File: src/rtl/exe_div_unit.sv
// rtl/exe_div_unit.sv - iterative radix-2 restoring divider for RV32M DIV/DIVU/REM/REMU
module exe_div_unit #(
  parameter int DATA_WIDTH = 32,
  parameter int CNT_WIDTH  = 6
) (
  input  logic                  clk,
  input  logic                  rst,
  input  logic                  start,
  input  logic                  flush,
  input  logic [1:0]            div_op,
  input  logic [DATA_WIDTH-1:0] s1,
  input  logic [DATA_WIDTH-1:0] s2,
  output logic                  busy,
  output logic                  done,
  output logic [DATA_WIDTH-1:0] result
);

  typedef enum logic [1:0] {IDLE, CALC, FIX, DONE} state_t;

  localparam logic [CNT_WIDTH-1:0]  LAST_CNT = CNT_WIDTH'(DATA_WIDTH - 1);
  localparam logic [DATA_WIDTH-1:0] MIN_INT  = {1'b1, {(DATA_WIDTH-1){1'b0}}};

  state_t state, state_nxt;

  logic [CNT_WIDTH-1:0]  cnt;
  logic [1:0]            op_q;
  logic                  neg_q;
  logic                  neg_r;
  logic [DATA_WIDTH-1:0] quo;
  logic [DATA_WIDTH-1:0] rem;
  logic [DATA_WIDTH-1:0] dvsr;

  logic                  is_signed;
  logic                  s1_neg;
  logic                  s2_neg;
  logic [DATA_WIDTH-1:0] s1_abs;
  logic [DATA_WIDTH-1:0] s2_abs;
  logic                  div_zero;
  logic                  overflow;
  logic                  fast;
  logic                  accept;
  logic [DATA_WIDTH-1:0] fast_result;
  logic [DATA_WIDTH:0]   shifted;
  logic [DATA_WIDTH:0]   diff;
  logic [DATA_WIDTH-1:0] q_fix;
  logic [DATA_WIDTH-1:0] r_fix;

  // operand decode and fast-path detection for the request presented in IDLE
  always_comb begin
    is_signed   = ~div_op[0];
    s1_neg      = is_signed & s1[DATA_WIDTH-1];
    s2_neg      = is_signed & s2[DATA_WIDTH-1];
    s1_abs      = s1_neg ? ('0 - s1) : s1;
    s2_abs      = s2_neg ? ('0 - s2) : s2;
    div_zero    = (s2 == '0);
    overflow    = is_signed & (s1 == MIN_INT) & (s2 == '1);
    fast        = div_zero | overflow;
    accept      = (state == IDLE) & start & ~flush;
    fast_result = '0;
    if (div_zero) begin
      fast_result = div_op[1] ? s1 : '1;
    end else if (overflow) begin
      fast_result = div_op[1] ? '0 : MIN_INT;
    end
  end

  // one restoring step: shift in next dividend bit and trial-subtract the divisor
  always_comb begin
    shifted = {rem, quo[DATA_WIDTH-1]};
    diff    = shifted - {1'b0, dvsr};
    q_fix   = neg_q ? ('0 - quo) : quo;
    r_fix   = neg_r ? ('0 - rem) : rem;
  end

  // state register
  always_ff @(posedge clk or posedge rst) begin
    if (rst) begin
      state <= IDLE;
    end else begin
      state <= state_nxt;
    end
  end

  // next-state logic; flush overrides every transition
  always_comb begin
    state_nxt = state;
    case (state)
      IDLE: if (accept) state_nxt = fast ? DONE : CALC;
      CALC: if (cnt == LAST_CNT) state_nxt = FIX;
      FIX:  state_nxt = DONE;
      DONE: state_nxt = IDLE;
      default: state_nxt = IDLE;
    endcase
    if (flush) begin
      state_nxt = IDLE;
    end
  end

  // outputs decoded from state
  always_comb begin
    busy = (state != IDLE);
    done = (state == DONE);
  end

  // iteration counter, held at zero whenever the next cycle is not a CALC cycle
  always_ff @(posedge clk or posedge rst) begin
    if (rst) begin
      cnt <= '0;
    end else if ((state == CALC) && (state_nxt == CALC)) begin
      cnt <= cnt + CNT_WIDTH'(1);
    end else begin
      cnt <= '0;
    end
  end

  // operand latch and quotient/remainder shift registers
  always_ff @(posedge clk or posedge rst) begin
    if (rst) begin
      op_q  <= '0;
      neg_q <= 1'b0;
      neg_r <= 1'b0;
      quo   <= '0;
      rem   <= '0;
      dvsr  <= '0;
    end else if (accept) begin
      op_q  <= div_op;
      neg_q <= s1_neg ^ s2_neg;
      neg_r <= s1_neg;
      quo   <= s1_abs;
      rem   <= '0;
      dvsr  <= s2_abs;
    end else if ((state == CALC) && !flush) begin
      if (!diff[DATA_WIDTH]) begin
        rem <= diff[DATA_WIDTH-1:0];
        quo <= {quo[DATA_WIDTH-2:0], 1'b1};
      end else begin
        rem <= shifted[DATA_WIDTH-1:0];
        quo <= {quo[DATA_WIDTH-2:0], 1'b0};
      end
    end
  end

  // result register: written only by the fast path or by FIX, never by flush
  always_ff @(posedge clk or posedge rst) begin
    if (rst) begin
      result <= '0;
    end else if (accept && fast) begin
      result <= fast_result;
    end else if ((state == FIX) && !flush) begin
      result <= op_q[1] ? r_fix : q_fix;
    end
  end

endmodule

File: config.mk
export PLATFORM = sky130hd
export DESIGN_NAME = exe_div_unit
export DESIGN_NICKNAME = d
export VERILOG_FILES = /design/src/rtl/exe_div_unit.sv
export SDC_FILE = /design/constraint.sdc
export NUM_CORES = 1
export LEC_CHECK = 0
export ABC_CLOCK_PERIOD_IN_PS = 5200
export CAP_MARGIN = 40
export CORE_MARGIN = 5
export CORE_UTILIZATION = 35
export DETAILED_ROUTE_END_ITERATION = 16
export PLACE_DENSITY_LB_ADDON = 0.3
export SYNTH_ARGS = -nofsm -noshare
export SYNTH_HDL_FRONTEND = slang
export SYNTH_SLANG_ARGS = --single-unit
File: constraint.sdc
create_clock -name clk -period 5.2 [get_ports clk]
set_input_delay 0.52 -clock clk [delete_from_list [all_inputs] [get_ports clk]]
set_output_delay 0.52 -clock clk [all_outputs]
set_load 0.1 [all_outputs]
==> reports/results.tsv <==
metric	value	unit
WP buf/inv	2	
Post-Syn Nets	1492	
static leakage	5.63	nW
CTS tree	yes	
Fill cells	3097	
worst reg2reg path endpoint	result[5]	
CTS Hold Bufs	0	
Layout Utilization	0.433	
CP startpoint kind	input pin	
Fin. Hold Viols	0	
routed vias	10700	
Yosys reg bits	139	
Setup Skew	13.2	ps
outcome	complete, no violations	
Post-Synth Adder-Cell Area	0.0448	
top_reg_cell synth	dfrtp_1	
CP endpoint kind	flop	
Ports	104	
synthesized area per cell	7.99	µm²
Slew headroom	0.380	
pwr/cell area	652	nW/µm²
initial DRC count	876	
TritonCTS buffer count	17	
post-route ant nets	0	
first-pass GRT wire length	56200	µm
die area	35200	µm²
initial core utilization	0.352	
gr ovfl total	0	
post-synth cell types	75	
GPL Wtd Cong	0.872	
routed wire length	34800	µm
Die Height	188	µm
max_cap viols	0	
DRC Markers	0	
Hold Path Class	flop to flop	
Post-DP Area	13000	µm²
clk root buf	clkbuf_16	
Post-synth EDFFs	0	
total track usage	0.195	
# port buffers	103	
setup TNS	0	ps
clock sink total	139	
final setup fails	0	
Ant. Diodes	0	
maximum vdd drop	0.573	mV
min Tclk post-route	3980	ps
post-route cell area	13600	µm²
Synth Area in Compound Gates	0.237	
CP Max Fanout	27	
commonest non-fill, non-tap cell in the layout	nand2_1	
critical path class	input pin to flop	
crit path capture	result[5]	
largest family of logic cells by synthesized area	compound AO/OA/AOI/OAI gates	
Max Fclk	252	MHz
asr flop ratio synth	1.00	
Cell Area, Synth	11000	µm²
sequential area share after synthesis	0.315	
multiplexer share of the synthesized area	0.0365	
post-synthesis xor/xnor area fraction	0.117	
clock slew at reported path FFs	60	ps
Reg2Reg Depth	9	
CTS H-Tree Depth	4	
Slew Limit Fails	0	
most frequent cells in the layout	nand2_1 (192), dfrtp_1 (139), o21ai_0 (129), nor2_1 (122), clkdlybuf4s50_1 (103)	
number of global-route vias before repair	10300	
critical path data required time	5550	ps
row count	65	
die width	188	µm
crit path DAT	4330	ps
period utilisation layout	0.765	
multi-input logic area	7030	µm²
HPWL Detailed	26100	µm
Setup Buffers After CTS	0	
largest net degree at the start of global routing	71	
Layout area overhead	23.0	%
via/cell ratio	5.63	
FF-to-FF setup slack	1530	ps
Crit. path cell count	10	
layout cells sized above 1	0.0846	
Mapped Cells	1383	
CP cell instances	clkdlybuf4s50_1, nor4_1, nand4_1, nor3_1, nand3_1, o21ai_4, nand2b_1, buf_4, nor2_2, a31oi_2	
layout net count	1586	
CTS max path bufs	2	
Slowest cell on crit path	o21ai_4	
RSZ-0062 raised after global routing	no	
worst r2r src	state[1]	
Warnings, synthesis	0	
Core Box Area	31400	µm²
Clock Latency Late Sink	430	ps
post-CTS resize count	0	
Synth Area in Simple Gates	0.199	
DRT Pass-1 Iters	7	
FF/Latch Area	3480	µm²
wire per inst	18.4	µm
Worst path max stage delay	650	ps
initial antenna violation count	0	
Top delay family on crit path	simple AND/OR/NAND/NOR gates	
CP Launch Point	s1[4]	
Worst-Margin Slew	930	ps
sequential cells by signal (all words and copies together), names as in the netlist:
signal,count
op_q,1
cnt,6
rem,32
neg_r,1
neg_q,1
dvsr,32
quo,32
result,32
state,2
Yosys cell counts, types with 9 or more instances:
cell	n	share of area
nand2b_1	14	0.0079
nor4_1	10	0.0057
nor2_1	123	0.042
clkbuf_1	64	0.022
ha_1	38	0.043
nand2_1	192	0.065
a21o_1	16	0.011
a21oi_1	75	0.034
dfrtp_1	139	0.31
nor3_1	22	0.010
a21oi_2	10	0.0079
mux2i_1	38	0.034
nand4_1	15	0.0085
xnor2_1	76	0.060
o31ai_1	33	0.022
or3_1	14	0.0079
o21bai_1	9	0.0061
a31oi_1	30	0.017
nand3_1	21	0.0095
a211oi_1	13	0.0088
and3_1	10	0.0057
o21ai_1	16	0.0072
inv_1	60	0.020
o21ai_0	129	0.058
xor2_1	71	0.056
o41ai_1	12	0.0095
worst min path at each step:
stage | start | to | slack (ps) | cells after the start
finish | cnt[0] | cnt[0] | 460 | 1
global placement | cnt[0] | cnt[0] | 450 | 1
CTS | cnt[0] | cnt[0] | 460 | 1
global route | cnt[0] | cnt[0] | 490 | 1
detailed placement | cnt[0] | cnt[0] | 450 | 1
floorplan | cnt[0] | cnt[0] | 430 | 1
power breakdown:
group / internal (mW) / switching (mW) / total, mW
Combinational: 2.26 / 3.26 / 5.52
Clock: 0.816 / 0.506 / 1.32
Sequential: 1.47 / 0.553 / 2.02
worst reg2reg max path, cell delays in order (launching register included):
cell and delay [ps]:
dfrtp_1 460, or2_1 340, or3b_4 470, nor4_1 320, nand4_1 270, o21ai_4 640
nand2b_1 560, buf_4 350, nor2_2 70, a31oi_2 120
metal layers:
| metal | track usage | vias up | wire (µm) |
|---|---|---|---|
| met5 | 0 | - | 0 |
| met3 | 0.0300 | 51 | 1560 |
| met4 | 0.0519 | 0 | 748 |
| met2 | 0.316 | 297 | 16300 |
| met1 | 0.274 | 5208 | 16200 |
| li1 | - | 5098 | - |
cell families after synthesis:
group           count (synthesis)
fa+ha+maj                      39
xor+xnor                      147
flops                         139
compound gates                409
mux                            40
simple gates                  470
buf+inv                       139
area by class of cell:
class | instances | share of cell area
Multi-Input combinational cell | 1105 | 0.517
Sequential cell | 139 | 0.256
Timing Repair Buffer | 154 | 0.128
Tap cell | 402 | 0.0370
Clock buffer | 21 | 0.0331
Inverter | 60 | 0.0169
Clock inverter | 11 | 0.0124
stage by stage:
step	hold WS (ps)	power (mW)	setup slack, ps	instances
2_1_floorplan	433	5.88	955	1383
4_1_cts	462	8.85	1310	1892
3_5_place_dp	454	7.50	873	1860
3_3_place_gp	450	6.98	961	1823
6_report	462	8.86	1220	1892
5_1_grt	495	9.43	1030	1892
(Power assumes the default switching activity.)
